[config.mk]
export PLATFORM = sky130hd
export DESIGN_NAME = dmem_arbiter
export DESIGN_NICKNAME = d
export VERILOG_FILES = /design/src/rtl/dmem_arbiter.sv
export SDC_FILE = /design/constraint.sdc
export NUM_CORES = 1
export LEC_CHECK = 0
export CAP_MARGIN = 20
export CORE_AREA = 2 2 119 121
export DETAILED_ROUTE_END_ITERATION = 7
export DIE_AREA = 0 0 121 123
export GPL_ROUTABILITY_DRIVEN = 0
export PLACE_DENSITY = 0.55
export SYNTH_ARGS = -nofsm -noshare
export SYNTH_HDL_FRONTEND = slang
export SYNTH_SLANG_ARGS = --single-unit
[constraint.sdc]
create_clock -name clk -period 1.6 [get_ports clk]
set_input_delay 0.16 -clock clk [delete_from_list [all_inputs] [get_ports clk]]
set_output_delay 0.16 -clock clk [all_outputs]
set_load 0.1 [all_outputs]
[src/rtl/dmem_arbiter.sv]
`default_nettype none
// +----------------------------------------------------------------------+
// | dmem_arbiter : two-master arbiter for a single-port data memory,     |
// | round-robin with a burst cap; DMEM_ARB_FIXED_PRIO_EN gives m0 fixed  |
// | priority.                                                   Rev 1.0  |
// +----------------------------------------------------------------------+
module dmem_arbiter #(
   parameter int AW        = 32,
   parameter int DW        = 32,
   parameter int MAX_BURST = 4
) (
   input  logic              clk,
   input  logic              reset,
   input  logic              m0_req,
   input  logic [AW-1:0]     m0_addr,
   input  logic [DW-1:0]     m0_wdata,
   input  logic [DW/8-1:0]   m0_we,
   output logic              m0_gnt,
   output logic [DW-1:0]     m0_rdata,
   input  logic              m1_req,
   input  logic [AW-1:0]     m1_addr,
   input  logic [DW-1:0]     m1_wdata,
   input  logic [DW/8-1:0]   m1_we,
   output logic              m1_gnt,
   output logic [DW-1:0]     m1_rdata,
   output logic [AW-1:0]     daddr,
   output logic [DW-1:0]     dwdata,
   output logic [DW/8-1:0]   dwe,
   input  logic [DW-1:0]     drdata
);
   localparam int CW = $clog2(MAX_BURST + 1);

   typedef enum logic [1:0] {
      IDLE = 2'd0,
      OWN0 = 2'd1,
      OWN1 = 2'd2
   } state_t;

   state_t        state, state_nxt;
   logic [CW-1:0] cnt, cnt_nxt;
   logic [CW:0]   cnt_inc;
   logic [CW-1:0] cnt_sat;
   logic          burst_done;
   logic          ready;
   logic          tie_pick1;

`ifdef DMEM_ARB_FIXED_PRIO_EN
   localparam logic PREEMPT_M0 = 1'b0;
   assign tie_pick1 = 1'b0;
`else
   localparam logic PREEMPT_M0 = 1'b1;
   logic last;

   // last-served master; reset value 1 lets m0 win the first tie
   always_ff @(posedge clk or negedge reset) begin
      if (!reset)      last <= 1'b1;
      else if (m0_gnt) last <= 1'b0;
      else if (m1_gnt) last <= 1'b1;
   end

   assign tie_pick1 = ~last;
`endif

   assign cnt_inc    = {1'b0, cnt} + 1'b1;
   assign burst_done = (cnt_inc >= (CW+1)'(MAX_BURST));
   assign cnt_sat    = burst_done ? CW'(MAX_BURST) : cnt_inc[CW-1:0];

   // ready holds IDLE for the first edge after reset release
   always_ff @(posedge clk or negedge reset) begin
      if (!reset) begin
         state <= IDLE;
         cnt   <= '0;
         ready <= 1'b0;
      end else begin
         state <= state_nxt;
         cnt   <= cnt_nxt;
         ready <= 1'b1;
      end
   end

   always_comb begin
      state_nxt = state;
      cnt_nxt   = cnt;
      case (state)
         IDLE: begin
            cnt_nxt = '0;
            if (ready) begin
               if (m0_req && m1_req) state_nxt = tie_pick1 ? OWN1 : OWN0;
               else if (m0_req)      state_nxt = OWN0;
               else if (m1_req)      state_nxt = OWN1;
            end
         end
         OWN0: begin
            if (m0_req) begin
               cnt_nxt = cnt_sat;
               if (burst_done && m1_req && PREEMPT_M0) begin
                  state_nxt = OWN1;
                  cnt_nxt   = '0;
               end
            end else begin
               cnt_nxt   = '0;
               state_nxt = m1_req ? OWN1 : IDLE;
            end
         end
         OWN1: begin
            if (m1_req) begin
               cnt_nxt = cnt_sat;
               if (burst_done && m0_req) begin
                  state_nxt = OWN0;
                  cnt_nxt   = '0;
               end
            end else begin
               cnt_nxt   = '0;
               state_nxt = m0_req ? OWN0 : IDLE;
            end
         end
         default: begin
            state_nxt = IDLE;
            cnt_nxt   = '0;
         end
      endcase
   end

   assign m0_gnt   = (state == OWN0) && m0_req;
   assign m1_gnt   = (state == OWN1) && m1_req;
   assign m0_rdata = m0_gnt ? drdata : '0;
   assign m1_rdata = m1_gnt ? drdata : '0;

   // the owner keeps driving address/data even without a beat; only dwe is gated
   always_comb begin
      daddr  = '0;
      dwdata = '0;
      dwe    = '0;
      if (state == OWN0) begin
         daddr  = m0_addr;
         dwdata = m0_wdata;
         if (m0_req) dwe = m0_we;
      end else if (state == OWN1) begin
         daddr  = m1_addr;
         dwdata = m1_wdata;
         if (m1_req) dwe = m1_we;
      end
   end

endmodule
`default_nettype wire

After elaboration in Yosys (flattened, before gate mapping)
Cells that the tools add are included.
- bits in latches: 0
- register bits after elaboration: 7
- bits in read-only memories: 0
- bits in writable memories: 0
- output and inout bits: 134
- input bits: 172
- memories kept: 0
- logic and storage cells: 50
- divide/modulo/power cells: 0
- shift operators: 0
- $mul: 0
- mux-type cells: 30
- order comparisons: 1
- add/subtract/negate cells: 1
- bitwise logic cells: 0
- equal/unequal tests: 6
- reductions and logical operators: 8
- operators with widths (operator ; number):
    2-to-1 mux 32 bit ; 6
    2-to-1 mux 2 bit ; 10
    2-to-1 mux 4 bit ; 4
    2-to-1 mux 3 bit ; 5
    inequality test 3 bit, second input constant ; 2
    case mux 2 bit (3 select lines) ; 1
    case mux 3 bit (2 select lines) ; 1
    logical AND 1 bit ; 5
    adder 3 x 1 -> 4 bit, second input constant ; 1
    greater-or-equal comparator 4 x 3 -> 1 bit, second input constant ; 1
    inequality test 4 bit, second input constant ; 1
    AND reduction 4 bit ; 1
    2-to-1 mux 1 bit ; 3
    equality test 2 x 1 -> 1 bit, second input constant ; 1
    equality test 2 bit, second input constant ; 1
    logical NOT 2 bit ; 1
    inequality test 2 bit, second input constant ; 1
    nonzero test 2 bit ; 1

Longest topological paths before layout
Gate-level depths: netlist of run 1.
- depth after elaboration: 6
- gate-level depth with buffers: 7
- gate-level depth less buffers: 6

Worst setup path before layout of run 1
No wires, ideal clock.
- path type: flip-flop to output port
- from: register state[1]
- to: output port dwe[0]
- stages on the path, launching flop included: 7
- path slack: -948 ps
- path buffers: 1
- arrival: 2388 ps
- required time: 1440 ps
- path through: dfrtp_1 > inv_1 > ha_1 > buf_6 > nand2_1 > inv_1 > a22o_1
- word-level cells in the longest chain between the ends: 3
- elaborated cells between the ends (all ways): 4
- classes of those cells: eq/ne: 2; mux: 2
- RTL lines (what ; RTL line ; source):
    start, declared ; 39 ; state_t state, state_nxt;
    start signal, assigned ; 75 ; state <= state_nxt;
    equality test 2 bit ; 138 ; end else if (state == OWN1) begin
    2-to-1 mux 4 bit ; 138 ;
    2-to-1 mux 4 bit * ; 134 ; if (state == OWN0) begin
    end, declared ; 28 ; output logic [DW/8-1:0] dwe,
Mark *: on every way between the ends. The rest lies on a longest branch, timed or not.

Final worst setup path of run 1
- from: register state[1]
- to: output port dwdata[5]
- word-level cells in the longest chain between the ends: 3
- elaborated cells between the ends (all ways): 4
- classes of those cells: eq/ne: 2; mux: 2
- RTL lines (what ; RTL line ; source):
    equality test 2 bit ; 138 ;
    2-to-1 mux 32 bit ; 138 ;
    2-to-1 mux 32 bit * ; 134 ;
    end, declared ; 27 ; output logic [DW-1:0] dwdata,
Marked as above.

==> impl_metrics.env, run 1 <==
export IMPL_status="complete, but fails checks"
export IMPL_failed_checks="negative setup slack"
export IMPL_synthTopCellsByCount="68 x a22o_1, 65 x and3_1, 16 x clkbuf_1"
export IMPL_crit_type="register to primary output"
export IMPL_synthCells=205
export IMPL_via_count=3208
export IMPL_grt_use_met2=0.361
export IMPL_overflow=0
export IMPL_worstPathRequired_ns=1.44
export IMPL_cts_tree="built"
export IMPL_period_share=1.21
export IMPL_synth_area_leaders="a22o_1 38%, and3_1 26%, dfrtp_1 9.5%"
export IMPL_fin_crit_ns=1.94
export IMPL_crit_path_max_fanout=9
export IMPL_netlist_area_um2=1580
export IMPL_finalSetupTns_ns=-32.79
export IMPL_finalWorstSetupSlack_ns=-0.337
export IMPL_nets=722
export IMPL_leakage_nw=3.36
export IMPL_h_tree_depth=1
export IMPL_yosysSeqAreaShare=0.111
export IMPL_slew_viol_final=0
export IMPL_antenna_cells=0
export IMPL_grt_start_max_net_pins=25
export IMPL_clock_sinks=7
export IMPL_cts_made_buffers=3
export IMPL_first_iter_violations=87
export IMPL_start_util=0.116
export IMPL_final_layout_size_suffix_gt1_frac=0.647
export IMPL_synthSimpleGateAreaFrac=0.283
export IMPL_coreArea_um2=13600
export IMPL_synth_edf_count=0
export IMPL_numPortBuffers=305
export IMPL_hold_buffers=0
export IMPL_synthDistinctLibCells=32
export IMPL_grt_pass1_wl_um=21400
export IMPL_cts_max_path_buffers=2
export IMPL_antenna_found_initial=0
export IMPL_ant_nets=0
export IMPL_drv_cap=0
export IMPL_root_buffer="clkbuf_16"
export IMPL_syn_nets=382
export IMPL_io_pins=306
export IMPL_final_area_um2=7940
export IMPL_rsz0062_at_grt="yes"
export IMPL_clk_latency_ns=0.23
export IMPL_synth_top_area_cell="a22o_1"
export IMPL_path_clk_slew_ns=0.04
export IMPL_synth_top_family_by_area="compound AO/OA/AOI/OAI gates"
export IMPL_setup_viol=138
export IMPL_syn_avg_cell_area_um2=7.73
export IMPL_routedWlPerCell_um=20.4
export IMPL_busiest_layer="met2"
export IMPL_max_freq_mhz=516
export IMPL_hpwl_um=12200
export IMPL_synth_adder_area_share=0.0395
export IMPL_async_flop_share=1.00
export IMPL_synth_top_cell_area_share=0.376
export IMPL_dr_pass1_iters=4
export IMPL_synth_ff_type="dfrtp_1"
export IMPL_die_area_um2=14900
export IMPL_end_kind="primary output"
export IMPL_synth_seq_cells=7
export IMPL_power_density_nw_per_um2=2210
export IMPL_grt_pass1_vias=3550
export IMPL_peakVddDrop_v=0.00165
export IMPL_synth_mux_area_frac=0.0205
export IMPL_die_h_um=123
export IMPL_synthMostInstantiatedCell="a22o_1"
export IMPL_hold_path_class="input port to async pin"
export IMPL_finalClockSkew_ns=0.00261
export IMPL_route_detailed_drc=0
export IMPL_use_met3=0.0623
export IMPL_synth_compound_area_frac=0.445
export IMPL_cp_arrival_ns=1.78
export IMPL_met1_usage=0.197
export IMPL_wl_um=14800
export IMPL_fin_util=0.584
export IMPL_dpl_cell_area_um2=7230
export IMPL_track_usage=0.186
export IMPL_synth_xor_area_frac=0
export IMPL_area_growth_pct=401
export IMPL_ys_warn_count=0
export IMPL_hold_ws_ns=0.189
export IMPL_die_x_um=121
export IMPL_rows=43
export IMPL_via_per_inst=4.43
export IMPL_critPathLaunchType="register"
export IMPL_finalHoldViolCount=0
==> cells by family (layout without fill, tap and decap cells) <==
kind of cell / after synthesis / in the layout
DFF: 7 / 7
adders and majority gates: 5 / 5
buffers and inverters: 35 / 374
AOI/OAI and AO/OA: 81 / 81
and+or+nand+nor: 73 / 73
other: 1 / 1
muxes: 3 / 3
==> cell type report <==
cell class | count | area (µm²)
repair buffers | 364 | 5180
clock buffers | 4 | 78.8
flip-flops and latches | 7 | 178
fillers | 1105 | 5670
well taps | 180 | 225
multi-input cells | 163 | 2250
inverters | 6 | 30.0
==> critical path: stages (launching register included) <==
cell and delay (ns):
dfrtp_1 0.40, buf_4 0.16, ha_4 0.16, and2b_4 0.21
buf_4 0.20, a22o_4 0.24, buf_12 0.16
==> metrics by stage <==
step                std cells  power [mW]  setup slack [ns]
finish                    724        17.6            -0.337
global route              724        18.1            -0.396
CTS                       709        16.9            -0.333
detailed placement        694        15.8            -0.292
global placement          694        15.7            -0.252
floorplan                 205        10.2            -0.366
==> flip-flops by register name (all words and copies together), names as in the netlist <==
register,count
cnt,3
last,1
ready,1
state,2
==> per-layer routing <==
layer	vias up	wire [µm]
li1	1499	-
met1	1502	5270
met2	199	7870
met3	8	1540
met4	0	106
met5	-	0
==> report_power, final <==
| part | internal (mW) | leakage, nW | switching, mW | total, mW |
|---|---|---|---|---|
| registers | 0.239 | 0.0876 | 0.0430 | 0.282 |
| clock network | 0.331 | 0.0382 | 0.0919 | 0.423 |
| logic | 7.01 | 3.23 | 9.87 | 16.9 |
| total | 7.58 | 3.36 | 10.0 | 17.6 |
==> path summary, 6_finish.rpt <==
path | startpoint | end | slack [ns] | cells past startpoint
max | state[1]$_DFFE_PN0P_ | dwdata[5] | -0.34 | 6
min | reset | state[1]$_DFFE_PN0P_ | 0.19 | 1
max reg2reg | state[1]$_DFFE_PN0P_ | state[0]$_DFFE_PN0P_ | -0.18 | 8
min reg2reg | last$_DFFE_PN1P_ | last$_DFFE_PN1P_ | 0.52 | 1
max in group asynchronous | reset | last$_DFFE_PN1P_ | 1.13 | 1
min in group clk | last$_DFFE_PN1P_ | last$_DFFE_PN1P_ | 0.52 | 1
==> cell usage in the layout (no fill, tap or decap), types with 2 or more instances in the layout <==
cell,n
a22o_4,67
clkbuf_16,9
clkdlybuf4s50_1,171
dfrtp_1,5
clkinvlp_4,2
ha_4,3
nand2_4,2
buf_12,141
and3_2,5
mux2_4,2
ha_1,2
and3_4,59
buf_4,29
buf_6,9
a21oi_1,2
inv_2,3
buf_16,3
buf_8,4
==> repair_timing <==
action	4_1_cts	5_1_grt
setup buffers	8	10
pin swaps	1	6
resized for setup	39	28
gates cloned	3	7
setup endpoints to repair	138	139
(Power assumes the default switching activity.)
==> inputs of run 2 (changes only) <==
--- a/config.mk
+++ b/config.mk
@@ -10,7 +10,7 @@
 export DETAILED_ROUTE_END_ITERATION = 7
 export DIE_AREA = 0 0 121 123
 export GPL_ROUTABILITY_DRIVEN = 0
-export PLACE_DENSITY = 0.55
+export PLACE_DENSITY = 0.58
 export SYNTH_ARGS = -nofsm -noshare
 export SYNTH_HDL_FRONTEND = slang
 export SYNTH_SLANG_ARGS = --single-unit
==> impl_metrics.env, run 2 (synthesis results as in run 1) <==
export IMPL_status="complete, but fails checks"
export IMPL_failed_checks="negative setup slack"
export IMPL_via_count=3233
export IMPL_p_seq_frac=0.015
export IMPL_track_usage=0.189
export IMPL_p_int_mw=7.83
export IMPL_root_buffer="clkbuf_16"
export IMPL_critPathMaxStageDelay_ns=0.40
export IMPL_h_tree_depth=1
export IMPL_worstPathBufferInverterCount=4
export IMPL_max_freq_mhz=505
export IMPL_crit_top_cell="buf_12"
export IMPL_clk_latency_ns=0.24
export IMPL_finalHoldViolCount=0
export IMPL_grt_pass1_vias=3590
export IMPL_cts_max_path_buffers=2
export IMPL_nets=723
export IMPL_numPortBuffers=305
export IMPL_power_frac_clock=0.024
export IMPL_crit_family="buffers and inverters"
export IMPL_die_area_um2=14900
export IMPL_hold_path_class="input port to async pin"
export IMPL_multi_input_area_um2=2250
export IMPL_n_fill_cell=1065
export IMPL_die_x_um=121
export IMPL_comb_power_share=0.961
export IMPL_worstPathCellList="buf_6, ha_4, and2b_4, buf_12, buf_12, a22o_4, buf_12"
export IMPL_path_clk_slew_ns=0.04
export IMPL_worstPathRequired_ns=1.44
export IMPL_finalWorstSetupSlack_ns=-0.380
export IMPL_route_detailed_drc=0
export IMPL_layout_commonest_cell="clkdlybuf4s50_1"
export IMPL_period_share=1.24
export IMPL_final_cell_mix="171 x clkdlybuf4s50_1, 145 x buf_12, 68 x a22o_4"
export IMPL_coreArea_um2=13600
export IMPL_die_h_um=123
export IMPL_leakage_nw=3.38
export IMPL_ant_nets=0
export IMPL_antenna_found_initial=0
export IMPL_cp_arrival_ns=1.82
export IMPL_final_area_um2=8020
export IMPL_drv_cap=0
export IMPL_start_util=0.116
export IMPL_peakVddDrop_v=0.00184
export IMPL_finalClockSkew_ns=0.000722
export IMPL_fin_crit_ns=1.98
export IMPL_setup_viol=138
export IMPL_fin_total_pwr_mw=17.9
export IMPL_dpl_cell_area_um2=7220
export IMPL_slowest_stage="dfrtp_1"
export IMPL_power_switching_mw=10.1
export IMPL_hold_buffers=0
export IMPL_dr_pass1_iters=4
export IMPL_final_layout_size_suffix_gt1_frac=0.644
export IMPL_regMostFlops="cnt"
export IMPL_slew_viol_final=0
export IMPL_hpwl_um=11900
export IMPL_grt_start_max_net_pins=33
export IMPL_via_per_inst=4.46
export IMPL_rows=43
export IMPL_cts_tree="built"
export IMPL_io_pins=306
export IMPL_crit_type="register to primary output"
export IMPL_pre_cts_ws_ns=-0.302
export IMPL_antenna_cells=0
export IMPL_clock_sinks=7
export IMPL_cts_made_buffers=3
export IMPL_routedWlPerCell_um=20.5
export IMPL_wl_um=14900
export IMPL_power_density_nw_per_um2=2240
export IMPL_area_growth_pct=406
export IMPL_grt_pass1_wl_um=21500
export IMPL_overflow=0
export IMPL_first_iter_violations=100
export IMPL_finalSetupTns_ns=-37.34
export IMPL_critPathLaunchType="register"
export IMPL_end_kind="primary output"
export IMPL_seq_area_um2=176
export IMPL_top_regs="cnt: 3 flops, state: 2 flops"
export IMPL_rsz0062_at_grt="yes"
export IMPL_crit_path_max_fanout=6
export IMPL_p_sw_frac=0.564
export IMPL_largest_reg_flops=3
[run 2: changes by cell type in the layout (fill, tap and decap cells not counted), sizes merged]
cell,delta
buf,+3
clkbuf,-2
[run 2: layout make-up]
class	instances	area share
repair buffers	365	0.656
multi-input cells	163	0.280
well taps	180	0.0281
flip-flops and latches	7	0.0220
clock buffers	4	0.00983
inverters	6	0.00374
[run 2: stage by stage]
| stage | hold WS [ns] | util | instances |
|---|---|---|---|
| floorplan | -0.136 | - | 205 |
| global placement | 0.439 | 0.530 | 689 |
| detailed placement | 0.443 | 0.530 | 689 |
| CTS | 0.199 | 0.572 | 711 |
| global route | 0.213 | 0.589 | 725 |
| finish | 0.185 | 0.589 | 725 |
[run 2: repair_timing]
item                                    in CTS  in global routing
pin swaps                                    8                  3
setup buffers                               13                 11
gates resized for setup                     62                 16
endpoints found under the setup margin     138                139
cloned                                       6                  4
[run 2: layer usage]
layer  routed length [µm]  share of wire  track usage
met1                 5250           0.35        0.198
met4                  163          0.011       0.0400
met3                 1430          0.096       0.0549
met2                 8020           0.54        0.370
met5                    0              0            0
[run 2: path summary, 6_finish.rpt]
path / start / end / slack (ns) / depth (start not counted)
setup / recovery: state[1]$_DFFE_PN0P_ / dwdata[19] / -0.38 / 7
hold / removal: reset / cnt[1]$_DFF_PN0_ / 0.18 / 1
setup reg to reg: state[1]$_DFFE_PN0P_ / state[0]$_DFFE_PN0P_ / -0.29 / 9
hold reg to reg: last$_DFFE_PN1P_ / last$_DFFE_PN1P_ / 0.52 / 1
max in group asynchronous: reset / last$_DFFE_PN1P_ / 1.13 / 1
min in group clk: last$_DFFE_PN1P_ / last$_DFFE_PN1P_ / 0.52 / 1
[run 2: power groups by stage]
stage                     Sequential [mW]  Combinational (mW)  Clock (mW)
after floorplan                     0.267                9.94           0
final                               0.275                17.2       0.434
after detailed placement            0.276                15.6           0
after global routing                0.281                17.7       0.450
after CTS                           0.272                16.8       0.438
after global placement              0.273                15.5           0
[run 2: worst register-to-register path: stages, from the launching register on]
cell       delay (ns)
dfrtp_1          0.38
inv_2            0.07
ha_4             0.17
buf_6            0.11
buf_6            0.11
buf_6            0.12
mux2i_1          0.16
a2bb2oi_2        0.16
o221ai_2         0.15
mux2_4           0.33
==> inputs of run 3 (changes only) <==
--- a/config.mk
+++ b/config.mk
@@ -6,11 +6,13 @@
 export NUM_CORES = 1
 export LEC_CHECK = 0
 export CAP_MARGIN = 20
-export CORE_AREA = 2 2 119 121
+export CELL_PAD_IN_SITES_DETAIL_PLACEMENT = 2
+export CELL_PAD_IN_SITES_GLOBAL_PLACEMENT = 2
+export CORE_AREA = 2 2 129 131
 export DETAILED_ROUTE_END_ITERATION = 7
-export DIE_AREA = 0 0 121 123
+export DIE_AREA = 0 0 131 133
 export GPL_ROUTABILITY_DRIVEN = 0
-export PLACE_DENSITY = 0.58
+export PLACE_DENSITY = 0.95
 export SYNTH_ARGS = -nofsm -noshare
 export SYNTH_HDL_FRONTEND = slang
 export SYNTH_SLANG_ARGS = --single-unit
==> impl_metrics.env, run 3 (synthesis results as in run 1) <==
export IMPL_routedWlPerCell_um=24.3
export IMPL_overflow=0
export IMPL_die_area_um2=17400
export IMPL_die_x_um=131
export IMPL_stdcell_count=766
export IMPL_wl_um=18600
export IMPL_fin_crit_ns=2.02
export IMPL_hold_ws_ns=0.219
export IMPL_worstPathCellList="buf_6, ha_4, and2b_4, buf_12, clkbuf_16, a22o_4, buf_12"
export IMPL_peakVddDrop_v=0.00187
export IMPL_final_cell_mix="171 x clkdlybuf4s50_1, 143 x buf_12, 67 x a22o_4"
export IMPL_top_regs="cnt: 3 flops, state: 2 flops"
export IMPL_area_growth_pct=412
export IMPL_nets=724
export IMPL_antenna_found_initial=0
export IMPL_power_density_nw_per_um2=2250
export IMPL_cp_arrival_ns=1.86
export IMPL_path_clk_slew_ns=0.04
export IMPL_setup_viol=138
export IMPL_rsz0062_at_grt="yes"
export IMPL_root_buffer="clkbuf_16"
export IMPL_failed_checks="negative setup slack"
export IMPL_leakage_nw=3.40
export IMPL_antenna_cells=0
export IMPL_h_tree_depth=1
export IMPL_regMostFlops="cnt"
export IMPL_max_freq_mhz=494
export IMPL_via_per_inst=4.33
export IMPL_slew_viol_final=0
export IMPL_crit_top_cell="buf_12"
export IMPL_layout_commonest_cell="clkdlybuf4s50_1"
export IMPL_coreArea_um2=16200
export IMPL_critPathLaunchType="register"
export IMPL_ant_nets=0
export IMPL_largest_reg_flops=3
export IMPL_die_h_um=133
export IMPL_finalHoldViolCount=0
export IMPL_worstPathRequired_ns=1.44
export IMPL_grt_start_max_net_pins=23
export IMPL_critPathMaxStageDelay_ns=0.40
export IMPL_end_kind="primary output"
export IMPL_fin_util=0.502
export IMPL_drv_cap=0
export IMPL_clk_latency_ns=0.24
export IMPL_slowest_stage="dfrtp_1"
export IMPL_place_inst=730
export IMPL_clock_sinks=7
export IMPL_rows=47
export IMPL_crit_path_max_fanout=8
export IMPL_track_usage=0.206
export IMPL_grt_pass1_wl_um=26600
export IMPL_io_pins=306
export IMPL_dr_pass1_iters=4
export IMPL_cts_max_path_buffers=2
export IMPL_final_area_um2=8120
export IMPL_crit_type="register to primary output"
export IMPL_numPortBuffers=305
export IMPL_dpl_cell_area_um2=7250
export IMPL_grt_pass1_vias=3964
export IMPL_start_util=0.0979
export IMPL_via_count=3315
export IMPL_hold_path_class="input port to async pin"
export IMPL_first_iter_violations=46
export IMPL_route_detailed_drc=0
export IMPL_finalWorstSetupSlack_ns=-0.423
export IMPL_final_layout_size_suffix_gt1_frac=0.648
export IMPL_pre_cts_ws_ns=-0.309
export IMPL_period_share=1.26
export IMPL_finalClockSkew_ns=0.00357
export IMPL_hpwl_um=14000
export IMPL_cts_made_buffers=3
export IMPL_cts_tree="built"
export IMPL_status="complete, but fails checks"
[run 3: cell count changes in the layout (fill, tap and decap cells not counted), moves of 2 or more]
cell / before / now
buf_8: 6 / 2
buf_4: 22 / 25
and3_2: 0 / 3
buf_16: 5 / 9
buf_12: 145 / 143
and3_4: 64 / 61
[run 3: routing by layer]
| layer | up-vias | routed length, µm | GRT usage |
|---|---|---|---|
| met3 | 20 | 1490 | 0.0514 |
| met2 | 198 | 10500 | 0.412 |
| met5 | - | 0 | 0 |
| met4 | 0 | 358 | 0.0396 |
| met1 | 1595 | 6260 | 0.209 |
| li1 | 1502 | - | - |
[run 3: power by group]
part           leakage, nW  switching (mW)  total, mW  internal [mW]
clock               0.0382           0.113      0.446          0.333
sequential          0.0877          0.0471      0.286          0.239
combinational         3.27            10.2       17.5           7.33
[run 3: worst paths after layout]
kind / from / endpoint / slack, ns / cells past startpoint
max: state[0]$_DFFE_PN0P_ / daddr[16] / -0.42 / 7
min: reset / cnt[2]$_DFF_PN0_ / 0.22 / 1
max reg2reg: state[0]$_DFFE_PN0P_ / state[1]$_DFFE_PN0P_ / -0.30 / 8
min reg2reg: cnt[0]$_DFF_PN0_ / cnt[0]$_DFF_PN0_ / 0.54 / 2
max in group asynchronous: reset / last$_DFFE_PN1P_ / 1.06 / 1
min in group clk: cnt[0]$_DFF_PN0_ / cnt[0]$_DFF_PN0_ / 0.54 / 2
[run 3: critical path, delay by kind of cell, from the launching register on]
family / cells / cell delay [ns]
buf+inv: 4 / 0.62
flops: 1 / 0.40
simple gates: 1 / 0.29
fa+ha+maj: 1 / 0.17
compound gates: 1 / 0.13
[run 3: timing repair]
action	4_1_cts	5_1_grt
pin swaps	5	6
gates resized for setup	67	17
setup endpoints to repair	138	139
hold buffers	0	0
buffers inserted	17	8
gates cloned	11	4
[run 3: metrics by stage]
| stage | TNS (ns) | total power, mW |
|---|---|---|
| 2_1_floorplan | -12.56 | 10.2 |
| 3_3_place_gp | -10.32 | 15.5 |
| 3_5_place_dp | -21.15 | 15.8 |
| 4_1_cts | -41.46 | 18.2 |
| 5_1_grt | -49.09 | 18.7 |
| 6_report | -42.45 | 18.3 |
[run 3: layout make-up]
cell class / count / area (µm²)
Sequential cell: 7 / 178
Tap cell: 220 / 275
Clock buffer: 4 / 78.8
Fill cell: 1475 / 8060
Inverter: 6 / 32.5
Timing Repair Buffer: 366 / 5300
Multi-Input combinational cell: 163 / 2250
